<file path="src/rtl/uart_apb_pkg.sv">
// Shared definitions for the multi-channel UART APB front-end.
// Register offsets, register bit positions, the access FSM state type and
// the parity mode encoding.
package uart_apb_pkg;

    localparam logic [4:0] OFF_TXDATA   = 5'h00;
    localparam logic [4:0] OFF_RXDATA   = 5'h04;
    localparam logic [4:0] OFF_STATUS   = 5'h08;
    localparam logic [4:0] OFF_CTRL     = 5'h0C;
    localparam logic [4:0] OFF_BAUD     = 5'h10;
    localparam logic [4:0] OFF_INT_EN   = 5'h14;
    localparam logic [4:0] OFF_INT_PEND = 5'h18;

    localparam int STAT_TX_FULL  = 0;
    localparam int STAT_RX_EMPTY = 1;
    localparam int STAT_RX_ERROR = 2;
    localparam int STAT_CH_EN    = 3;

    localparam int CTRL_EN      = 0;
    localparam int CTRL_PAR_LSB = 1;

    localparam int INT_RX_AVAIL = 0;
    localparam int INT_TX_SPACE = 1;
    localparam int INT_RX_ERR   = 2;
    localparam int INT_TX_OVF   = 3;

    typedef enum logic {
        ST_IDLE,
        ST_ACCESS
    } state_t;

    typedef enum logic [1:0] {
        PAR_NONE = 2'b00,
        PAR_EVEN = 2'b01,
        PAR_ODD  = 2'b10
    } parity_t;

    function automatic logic offset_valid(input logic [4:0] off);
        case (off)
            OFF_TXDATA, OFF_RXDATA, OFF_STATUS, OFF_CTRL,
            OFF_BAUD, OFF_INT_EN, OFF_INT_PEND: offset_valid = 1'b1;
            default:                            offset_valid = 1'b0;
        endcase
    endfunction

endpackage

</file>
<file path="src/rtl/apb_uart_mc_if.sv">
// APB3/APB4 bus bundle between the interconnect (master) and the UART
// front-end (slave).
//   PADDR/PPROT/PSEL/PENABLE/PWRITE/PWDATA/PSTRB : master -> slave
//   PRDATA/PREADY/PSLVERR                        : slave -> master
interface apb_uart_mc_if #(
    parameter int ADDR_WIDTH = 16,
    parameter int DATA_WIDTH = 32
);
    logic [ADDR_WIDTH-1:0]   PADDR;
    logic [2:0]              PPROT;
    logic                    PSEL;
    logic                    PENABLE;
    logic                    PWRITE;
    logic [DATA_WIDTH-1:0]   PWDATA;
    logic [DATA_WIDTH/8-1:0] PSTRB;
    logic [DATA_WIDTH-1:0]   PRDATA;
    logic                    PREADY;
    logic                    PSLVERR;

    modport master (
        output PADDR, PPROT, PSEL, PENABLE, PWRITE, PWDATA, PSTRB,
        input  PRDATA, PREADY, PSLVERR
    );

    modport slave (
        input  PADDR, PPROT, PSEL, PENABLE, PWRITE, PWDATA, PSTRB,
        output PRDATA, PREADY, PSLVERR
    );
endinterface

</file>
<file path="src/rtl/uart_apb_ch_regs.sv">
// Per-channel configuration and interrupt state for one UART channel.
//   clk, rst_n              : clock, async active-low reset
//   wr_ctrl/baud/int_en/int_pend : one-cycle write strobes from the bus side
//   wdata, strb             : captured write data and byte strobes
//   tx_ovf                  : TX write dropped after timeout
//   tx_full/rx_empty/rx_error : FIFO flags from the UART core
//   ch_en, parity_mode, baud_div, int_en, int_pend : register contents
//   irq_term                : OR of enabled pending bits for this channel
module uart_apb_ch_regs
    import uart_apb_pkg::*;
#(
    parameter int DATA_WIDTH  = 32,
    parameter int DIV_WIDTH   = 16,
    parameter int DEFAULT_DIV = 27
) (
    input  logic                    clk,
    input  logic                    rst_n,
    input  logic                    wr_ctrl,
    input  logic                    wr_baud,
    input  logic                    wr_int_en,
    input  logic                    wr_int_pend,
    input  logic [DATA_WIDTH-1:0]   wdata,
    input  logic [DATA_WIDTH/8-1:0] strb,
    input  logic                    tx_ovf,
    input  logic                    tx_full,
    input  logic                    rx_empty,
    input  logic                    rx_error,
    output logic                    ch_en,
    output logic [1:0]              parity_mode,
    output logic [DIV_WIDTH-1:0]    baud_div,
    output logic [3:0]              int_en,
    output logic [3:0]              int_pend,
    output logic                    irq_term
);
    logic       tx_full_q, rx_empty_q, rx_error_q;
    logic [3:0] pend_set, pend_clr;
    logic       unused_in;

    assign unused_in = ^{wdata, strb};

    always_comb begin
        pend_set               = '0;
        pend_set[INT_RX_AVAIL] = rx_empty_q & ~rx_empty;
        pend_set[INT_TX_SPACE] = tx_full_q & ~tx_full;
        pend_set[INT_RX_ERR]   = ~rx_error_q & rx_error;
        pend_set[INT_TX_OVF]   = tx_ovf;
        pend_clr = (wr_int_pend && strb[0]) ? wdata[3:0] : 4'b0;
    end

    always_ff @(posedge clk or negedge rst_n) begin
        if (!rst_n) begin
            tx_full_q   <= 1'b0;
            rx_empty_q  <= 1'b1;
            rx_error_q  <= 1'b0;
            ch_en       <= 1'b0;
            parity_mode <= PAR_NONE;
            baud_div    <= DIV_WIDTH'(DEFAULT_DIV);
            int_en      <= '0;
            int_pend    <= '0;
        end else begin
            tx_full_q  <= tx_full;
            rx_empty_q <= rx_empty;
            rx_error_q <= rx_error;
            if (wr_ctrl && strb[0]) begin
                ch_en       <= wdata[CTRL_EN];
                parity_mode <= wdata[CTRL_PAR_LSB +: 2];
            end
            for (int i = 0; i < DIV_WIDTH; i++) begin
                if (wr_baud && strb[i/8]) baud_div[i] <= wdata[i];
            end
            if (wr_int_en && strb[0]) int_en <= wdata[3:0];
            // a new event in the same cycle as its W1C keeps the bit set
            int_pend <= (int_pend & ~pend_clr) | pend_set;
        end
    end

    assign irq_term = |(int_pend & int_en);

endmodule

</file>
<file path="src/rtl/apb_uart_mc.sv">
// APB slave front-end for NUM_CH UART channels.
//   PCLK, PRESETn : clock, async active-low reset
//   apb           : APB slave bundle
//   tx_wr_en/tx_din, tx_full           : per-channel TX FIFO push side
//   rx_rd_en, rx_dout/rx_empty/rx_error : per-channel RX FIFO pop side (FWFT)
//   ch_en/parity_mode/baud_div          : per-channel UART configuration
//   irq                                 : registered merged interrupt
//
// state     | meaning
// ST_IDLE   | no transfer in progress, waiting for a setup phase
// ST_ACCESS | access phase, PREADY held low while the selected FIFO blocks
module apb_uart_mc
    import uart_apb_pkg::*;
#(
    parameter int NUM_CH       = 2,
    parameter int DATA_BITS    = 8,
    parameter int ADDR_WIDTH   = 16,
    parameter int DATA_WIDTH   = 32,
    parameter int DIV_WIDTH    = 16,
    parameter int DEFAULT_DIV  = 27,
    parameter int WAIT_TIMEOUT = 15
) (
    input  logic                          PCLK,
    input  logic                          PRESETn,
    apb_uart_mc_if.slave                  apb,
    output logic [NUM_CH-1:0]             tx_wr_en,
    output logic [NUM_CH*DATA_BITS-1:0]   tx_din,
    input  logic [NUM_CH-1:0]             tx_full,
    output logic [NUM_CH-1:0]             rx_rd_en,
    input  logic [NUM_CH*DATA_BITS-1:0]   rx_dout,
    input  logic [NUM_CH-1:0]             rx_empty,
    input  logic [NUM_CH-1:0]             rx_error,
    output logic [NUM_CH-1:0]             ch_en,
    output logic [2*NUM_CH-1:0]           parity_mode,
    output logic [NUM_CH*DIV_WIDTH-1:0]   baud_div,
    output logic                          irq
);
    localparam int WCNT_W = $clog2(WAIT_TIMEOUT + 1);

    state_t                  state_q, state_d;
    logic [7:0]              addr_q;
    logic                    write_q, priv_q;
    logic [DATA_WIDTH-1:0]   wdata_q;
    logic [DATA_WIDTH/8-1:0] strb_q;
    logic [WCNT_W-1:0]       wait_cnt_q;
    logic                    irq_q;

    logic [2:0]              ch;
    logic [4:0]              off;
    logic                    setup, ch_ok, dec_err, prot_err, is_tx, is_rx;
    logic                    blocked, timeout, pready, slverr_int, done_ok;
    logic                    tx_full_sel, rx_empty_sel, rx_error_sel, ch_en_sel;
    logic [DATA_BITS-1:0]    rx_dout_sel;
    logic [1:0]              par_sel;
    logic [DIV_WIDTH-1:0]    baud_sel;
    logic [3:0]              int_en_sel, int_pend_sel;
    logic [DATA_WIDTH-1:0]   rdata;
    logic [3:0]              int_en_a   [NUM_CH];
    logic [3:0]              int_pend_a [NUM_CH];
    logic [NUM_CH-1:0]       irq_term;
    logic                    unused_apb;

    assign unused_apb = ^{apb.PADDR, apb.PPROT};
    assign setup      = (state_q == ST_IDLE) && apb.PSEL && !apb.PENABLE;

    always_ff @(posedge PCLK or negedge PRESETn) begin
        if (!PRESETn) begin
            state_q    <= ST_IDLE;
            addr_q     <= '0;
            write_q    <= 1'b0;
            priv_q     <= 1'b0;
            wdata_q    <= '0;
            strb_q     <= '0;
            wait_cnt_q <= '0;
            irq_q      <= 1'b0;
        end else begin
            state_q <= state_d;
            irq_q   <= |irq_term;
            if (setup) begin
                addr_q     <= apb.PADDR[7:0];
                write_q    <= apb.PWRITE;
                priv_q     <= apb.PPROT[0];
                wdata_q    <= apb.PWDATA;
                strb_q     <= apb.PSTRB;
                wait_cnt_q <= '0;
            end else if (state_q == ST_ACCESS && !pready) begin
                wait_cnt_q <= wait_cnt_q + 1'b1;
            end
        end
    end

    always_comb begin
        state_d = state_q;
        case (state_q)
            ST_IDLE:   if (setup)  state_d = ST_ACCESS;
            ST_ACCESS: if (pready) state_d = ST_IDLE;
            default:               state_d = ST_IDLE;
        endcase
    end

    always_comb begin
        ch           = addr_q[7:5];
        off          = addr_q[4:0];
        ch_ok        = 1'b0;
        tx_full_sel  = 1'b0;
        rx_empty_sel = 1'b0;
        rx_error_sel = 1'b0;
        rx_dout_sel  = '0;
        ch_en_sel    = 1'b0;
        par_sel      = '0;
        baud_sel     = '0;
        int_en_sel   = '0;
        int_pend_sel = '0;
        for (int c = 0; c < NUM_CH; c++) begin
            if (ch == 3'(c)) begin
                ch_ok        = 1'b1;
                tx_full_sel  = tx_full[c];
                rx_empty_sel = rx_empty[c];
                rx_error_sel = rx_error[c];
                rx_dout_sel  = rx_dout[c*DATA_BITS +: DATA_BITS];
                ch_en_sel    = ch_en[c];
                par_sel      = parity_mode[2*c +: 2];
                baud_sel     = baud_div[c*DIV_WIDTH +: DIV_WIDTH];
                int_en_sel   = int_en_a[c];
                int_pend_sel = int_pend_a[c];
            end
        end
        dec_err  = !(ch_ok && offset_valid(off));
        prot_err = !dec_err && write_q && !priv_q && (off == OFF_CTRL || off == OFF_BAUD);
        // TXDATA without byte 0 is a no-op and must not wait on a full FIFO
        is_tx    = !dec_err && write_q && (off == OFF_TXDATA) && strb_q[0];
        is_rx    = !dec_err && !write_q && (off == OFF_RXDATA);
        blocked  = (is_tx && tx_full_sel) || (is_rx && rx_empty_sel);
        timeout  = (wait_cnt_q == WCNT_W'(WAIT_TIMEOUT));
        pready   = (state_q == ST_ACCESS) && (!blocked || timeout);
        // still blocked at completion can only mean the timeout expired
        slverr_int = dec_err || prot_err || blocked;
        done_ok    = pready && !slverr_int;

        rdata = '0;
        case (off)
            OFF_RXDATA: rdata[DATA_BITS-1:0] = rx_dout_sel;
            OFF_STATUS: begin
                rdata[STAT_TX_FULL]  = tx_full_sel;
                rdata[STAT_RX_EMPTY] = rx_empty_sel;
                rdata[STAT_RX_ERROR] = rx_error_sel;
                rdata[STAT_CH_EN]    = ch_en_sel;
            end
            OFF_CTRL: begin
                rdata[CTRL_EN]           = ch_en_sel;
                rdata[CTRL_PAR_LSB +: 2] = par_sel;
            end
            OFF_BAUD:     rdata[DIV_WIDTH-1:0] = baud_sel;
            OFF_INT_EN:   rdata[3:0]           = int_en_sel;
            OFF_INT_PEND: rdata[3:0]           = int_pend_sel;
            default:      rdata                = '0;
        endcase
    end

    assign apb.PREADY  = pready;
    assign apb.PSLVERR = pready && slverr_int;
    assign apb.PRDATA  = done_ok ? rdata : '0;
    assign irq         = irq_q;

    for (genvar c = 0; c < NUM_CH; c++) begin : g_ch
        logic sel, wr_hit;
        assign sel    = (ch == 3'(c));
        assign wr_hit = done_ok && write_q && sel;

        assign tx_wr_en[c] = done_ok && is_tx && sel;
        assign rx_rd_en[c] = done_ok && is_rx && sel;
        assign tx_din[c*DATA_BITS +: DATA_BITS] = wdata_q[DATA_BITS-1:0];

        uart_apb_ch_regs #(
            .DATA_WIDTH  (DATA_WIDTH),
            .DIV_WIDTH   (DIV_WIDTH),
            .DEFAULT_DIV (DEFAULT_DIV)
        ) u_regs (
            .clk         (PCLK),
            .rst_n       (PRESETn),
            .wr_ctrl     (wr_hit && off == OFF_CTRL),
            .wr_baud     (wr_hit && off == OFF_BAUD),
            .wr_int_en   (wr_hit && off == OFF_INT_EN),
            .wr_int_pend (wr_hit && off == OFF_INT_PEND),
            .wdata       (wdata_q),
            .strb        (strb_q),
            .tx_ovf      (pready && is_tx && blocked && sel),
            .tx_full     (tx_full[c]),
            .rx_empty    (rx_empty[c]),
            .rx_error    (rx_error[c]),
            .ch_en       (ch_en[c]),
            .parity_mode (parity_mode[2*c +: 2]),
            .baud_div    (baud_div[c*DIV_WIDTH +: DIV_WIDTH]),
            .int_en      (int_en_a[c]),
            .int_pend    (int_pend_a[c]),
            .irq_term    (irq_term[c])
        );
    end

endmodule
</file>
<file path="src/flat_wrapper.sv">
// flat-port wrapper written by rule: the top's interface ports become plain ports
module apb_uart_mc_flat import uart_apb_pkg::*;
#(
    parameter int NUM_CH       = 2,
    parameter int DATA_BITS    = 8,
    parameter int ADDR_WIDTH   = 16,
    parameter int DATA_WIDTH   = 32,
    parameter int DIV_WIDTH    = 16,
    parameter int DEFAULT_DIV  = 27,
    parameter int WAIT_TIMEOUT = 15
)
  (PCLK, PRESETn, tx_wr_en, tx_din, tx_full, rx_rd_en, rx_dout, rx_empty, rx_error, ch_en, parity_mode, baud_div, irq, apb_PADDR, apb_PPROT, apb_PSEL, apb_PENABLE, apb_PWRITE, apb_PWDATA, apb_PSTRB, apb_PRDATA, apb_PREADY, apb_PSLVERR);
  apb_uart_mc_if #(.ADDR_WIDTH(ADDR_WIDTH), .DATA_WIDTH(DATA_WIDTH)) apb_i ();
  input  logic PCLK;
  input  logic PRESETn;
  output logic [NUM_CH-1:0] tx_wr_en;
  output logic [NUM_CH*DATA_BITS-1:0] tx_din;
  input  logic [NUM_CH-1:0] tx_full;
  output logic [NUM_CH-1:0] rx_rd_en;
  input  logic [NUM_CH*DATA_BITS-1:0] rx_dout;
  input  logic [NUM_CH-1:0] rx_empty;
  input  logic [NUM_CH-1:0] rx_error;
  output logic [NUM_CH-1:0] ch_en;
  output logic [2*NUM_CH-1:0] parity_mode;
  output logic [NUM_CH*DIV_WIDTH-1:0] baud_div;
  output logic irq;
  input wire logic [$bits(apb_i.PADDR)-1:0] apb_PADDR;
  input wire logic [$bits(apb_i.PPROT)-1:0] apb_PPROT;
  input wire logic [$bits(apb_i.PSEL)-1:0] apb_PSEL;
  input wire logic [$bits(apb_i.PENABLE)-1:0] apb_PENABLE;
  input wire logic [$bits(apb_i.PWRITE)-1:0] apb_PWRITE;
  input wire logic [$bits(apb_i.PWDATA)-1:0] apb_PWDATA;
  input wire logic [$bits(apb_i.PSTRB)-1:0] apb_PSTRB;
  output wire logic [$bits(apb_i.PRDATA)-1:0] apb_PRDATA;
  output wire logic [$bits(apb_i.PREADY)-1:0] apb_PREADY;
  output wire logic [$bits(apb_i.PSLVERR)-1:0] apb_PSLVERR;
  assign apb_i.PADDR = apb_PADDR;
  assign apb_i.PPROT = apb_PPROT;
  assign apb_i.PSEL = apb_PSEL;
  assign apb_i.PENABLE = apb_PENABLE;
  assign apb_i.PWRITE = apb_PWRITE;
  assign apb_i.PWDATA = apb_PWDATA;
  assign apb_i.PSTRB = apb_PSTRB;
  assign apb_PRDATA = apb_i.PRDATA;
  assign apb_PREADY = apb_i.PREADY;
  assign apb_PSLVERR = apb_i.PSLVERR;
  apb_uart_mc #(.NUM_CH(NUM_CH), .DATA_BITS(DATA_BITS), .ADDR_WIDTH(ADDR_WIDTH), .DATA_WIDTH(DATA_WIDTH), .DIV_WIDTH(DIV_WIDTH), .DEFAULT_DIV(DEFAULT_DIV), .WAIT_TIMEOUT(WAIT_TIMEOUT)) u_core (.PCLK(PCLK), .PRESETn(PRESETn), .apb(apb_i), .tx_wr_en(tx_wr_en), .tx_din(tx_din), .tx_full(tx_full), .rx_rd_en(rx_rd_en), .rx_dout(rx_dout), .rx_empty(rx_empty), .rx_error(rx_error), .ch_en(ch_en), .parity_mode(parity_mode), .baud_div(baud_div), .irq(irq));
endmodule
</file>
<file path="config.mk">
export PLATFORM = sky130hd
export DESIGN_NAME = apb_uart_mc_flat
export DESIGN_NICKNAME = d
export VERILOG_FILES = /design/src/rtl/uart_apb_pkg.sv /design/src/rtl/apb_uart_mc_if.sv /design/src/rtl/uart_apb_ch_regs.sv /design/src/rtl/apb_uart_mc.sv /design/src/flat_wrapper.sv
export SDC_FILE = /design/constraint.sdc
export NUM_CORES = 1
export LEC_CHECK = 0
export BUFFER_PORTS_ARGS = -buffer_cell sky130_fd_sc_hd__buf_2
export CORE_ASPECT_RATIO = 1.75
export CORE_MARGIN = 3
export CORE_UTILIZATION = 50
export DETAILED_ROUTE_END_ITERATION = 12
export GPL_TIMING_DRIVEN = 1
export HOLD_SLACK_MARGIN = 0.06
export PLACE_DENSITY = 0.92
export SLEW_MARGIN = 10
export SYNTH_ARGS = -nofsm -noshare
export SYNTH_HDL_FRONTEND = slang
export SYNTH_SLANG_ARGS = --single-unit
</file>
<file path="constraint.sdc">
create_clock -name PCLK -period 3 [get_ports PCLK]
set_input_delay 0.15 -clock PCLK [delete_from_list [all_inputs] [get_ports PCLK]]
set_output_delay 0.15 -clock PCLK [all_outputs]
set_load 0.02 [all_outputs]
</file>
==> impl_metrics.ini <==
[die]
die_area_mm2 = 0.0108
core-area_mm2 = 0.00921
io_pins = 175
die_w_um = 80.0
die_h_um = 136
start_util_pct = 52.1
num_rows = 46

[setup_path]
crit_chain = dlygate4sd3_1 > buf_2 > mux2_2 > and4bb_2 > nor3_2 > nand3_1 > nor4b_1 > buf_2
cpMostUsedCell = buf_2
worstPathArrival_ps = 2710
crit_fanout = 7
cpMaxStageDelayCell = dlygate4sd3_1
required_ps = 2850
crit-reg2reg-launch = u_core.addr_q[6]
cp-start-kind = primary input
r2r_cells = 5
worstReg2RegEnd = u_core.wait_cnt_q[1]
cpPeakStageDelay_ps = 540
path_class = primary input to output port
endpoint_kind = output port
r2r_setup_slack_ps = 590

[sta]
maxSlewHeadroom_pct = 48.0
tightest_slew_ps = 780
finalCritPeriodShare_pct = 95.4
rsz0062_at_grt = no
setup_viol = 0
finalSetupTns_ps = 0
fmax_mhz = 349
setup_slack_ps = 137
fin_crit_ps = 2860
skew_ps = 6.20
final_hold_viol_count = 0
finalMaxSlewViolations = 0

[hold_path]
hp-class = primary input to flop
hold_path_end = u_core.wait_cnt_q[3]
min_path_cells = 4
hp-start = apb_PENABLE

[final_layout]
postLayoutCellArea_mm2 = 0.00604
layout_common_cells = buf_2, mux2_2, dfrtp_1
fillers = 689
diodes = 0
fin_nets = 634
seqCellArea_mm2 = 0.00237
syn_to_final_growth_pct = 26.1
multi_input_area_mm2 = 0.00215
layout_commonest_cell = buf_2
drive_above_1_share_pct = 46.4
fin_cells = 676

[pwr]
p_leak_nw = 2.97
power_mw = 3.15
ir_drop_mv = 0.792
pwr_density_cell_mw_per_mm2 = 522

[grt]
grt_usage_pct = 25.7
grt_max_degree = 63
grt_pass1_vias = 4069
grt_pass1_wl_um = 21100
grt_overflow = 0
grt_antenna_before_repair = 0

[synthesis]
syn_inst = 406
synth.avg_cell_area_um2 = 11.8
netlist_area_mm2 = 0.00479
ys.warnings.count = 0
async_reset_ff_share_pct = 100
ys_types = 51
ys.flop_type = dfrtp_1
ys_ff_latch = 94
yosysTopAreaCell = dfrtp_1
synth_top_area_share_pct = 43.9
yosysSeqAreaShare_pct = 49.3
synth-edff-count = 0
synth_area_leaders = dfrtp_1, mux2_2, mux2i_1

[detailed_routing]
drt-vias-per-instance = 5.74
drt_first_pass_iters = 6
drt-initial-drc-count = 352
wl_per_cell_um = 19.9
dr_total_vias = 3877
drc = 0
drtAntennaViolNets = 0
wl_um = 13400

[placed_design]
placed_cells = 625
port_buffers = 130
place_ws_ps = 331
gp_congestion = 0.961
hpwl_um = 9350
placed_area_mm2 = 0.00538

[cts]
postCtsSetupBuffers = 0
numCtsBuffers = 9
cts_htree_levels = 3
cts_tree = yes
cts.sinks = 94
clk_latency_ps = 340
cts_buffer_depth = 2
clk_pin_slew_worst_paths_ps = 60
root_buffer = clkbuf_16

[flow_run]
maxCapViolCount = 0

[run_status]
status = finished clean
Yosys cell counts (2+ instances only):
library cell  count
buf_2             2
nor2b_1           5
a31oi_1           3
and2_1            2
mux2i_1          27
nor4_1            2
a22oi_1           6
o22ai_1           5
nand4_1           4
a32oi_1           2
clkbuf_1         14
inv_1             8
o21ai_0           2
a221oi_1          2
a21oi_1           5
a22o_1            8
and3_1            8
dfrtp_1          84
or2_2             3
dfstp_2          10
nand2_1          16
nor3b_1           2
nor2_1           16
buf_4            34
nor4b_1           2
nand3_1          12
nor3_1           16
mux2_2           83
registers in the layout, summed over array words and instances (netlist names), 2 cells and up:
signal                          cells
u_core.strb_q                       2
u_core.g_ch.u_regs.int_en           8
u_core.g_ch.u_regs.baud_div        32
u_core.g_ch.u_regs.ch_en            2
u_core.wait_cnt_q                   4
u_core.addr_q                       8
u_core.g_ch.u_regs.rx_empty_q       2
u_core.g_ch.u_regs.parity_mode      4
u_core.g_ch.u_regs.int_pend         8
u_core.g_ch.u_regs.rx_error_q       2
u_core.g_ch.u_regs.tx_full_q        2
u_core.wdata_q                     16
power breakdown:
part / internal (mW) / switching (mW)
logic: 0.229 / 0.293
registers: 1.35 / 0.118
clock network: 0.689 / 0.475
total: 2.27 / 0.886
per-stage QoR:
stage | utilization (%) | hold WS [ps]
after global placement | 58.4 | 245
after floorplan | - | -146
after detailed placement | 58.4 | 272
final | 65.6 | 404
after global routing | 65.6 | 459
after CTS | 65.6 | 395
area by class of cell:
class / instances / area share, %
clock inverter: 5 / 0.952
inverter: 8 / 0.497
multi-input combinational: 268 / 35.5
sequential: 94 / 39.2
timing repair buffer: 170 / 17.2
clock buffer: 11 / 4.18
tap: 120 / 2.48
repair_timing:
action / 4_1_cts / 5_1_grt
resized for setup: 1 / 1
hold buffers: 35 / 0
pin swaps: 0 / 0
endpoints found under the hold margin: 88 / 0
setup endpoints to repair: 4 / 12
worst max-delay path by stage:
stage / startpoint / end / slack, ps / cells past startpoint
2_1_floorplan: u_core.addr_q[5] / rx_rd_en[0] / 300 / 6
3_3_place_gp: u_core.addr_q[1] / apb_PRDATA[4] / 540 / 6
3_5_place_dp: u_core.addr_q[1] / apb_PRDATA[4] / 330 / 6
4_1_cts: u_core.addr_q[1] / apb_PRDATA[4] / 150 / 6
5_1_grt: tx_full[0] / rx_rd_en[0] / 60 / 8
6_report: tx_full[0] / rx_rd_en[0] / 140 / 8
worst max-delay path: cells and delay by family:
| family | cells | cell delay [ps] |
|---|---|---|
| multiplexers | 1 | 280 |
| buffers and inverters | 3 | 920 |
| AND/OR/NAND/NOR | 4 | 1360 |
metal layers:
| layer | vias to the layer above | share of wire (%) | routed length, um | global-route usage [%] |
|---|---|---|---|---|
| li1 | 1715 | - | - | - |
| met1 | 1899 | 34 | 4570 | 26.9 |
| met2 | 207 | 55 | 7430 | 47.3 |
| met3 | 56 | 6.3 | 848 | 5.86 |
| met4 | 0 | 4.5 | 605 | 12.2 |
| met5 | - | 0 | 0 | 0 |
logic make-up (layout without fill, tap and decap cells):
family	Yosys count	after routing	share of synthesized area, %
compound gates	40	40	6.29
fa+ha+maj	1	1	0.261
buf+inv	59	194	7.33
flops	94	94	49.3
mux	110	110	25.1
other cells	1	16	0.0782
simple gates	101	101	11.6
No activity file was read; power rests on OpenSTA's default activity.
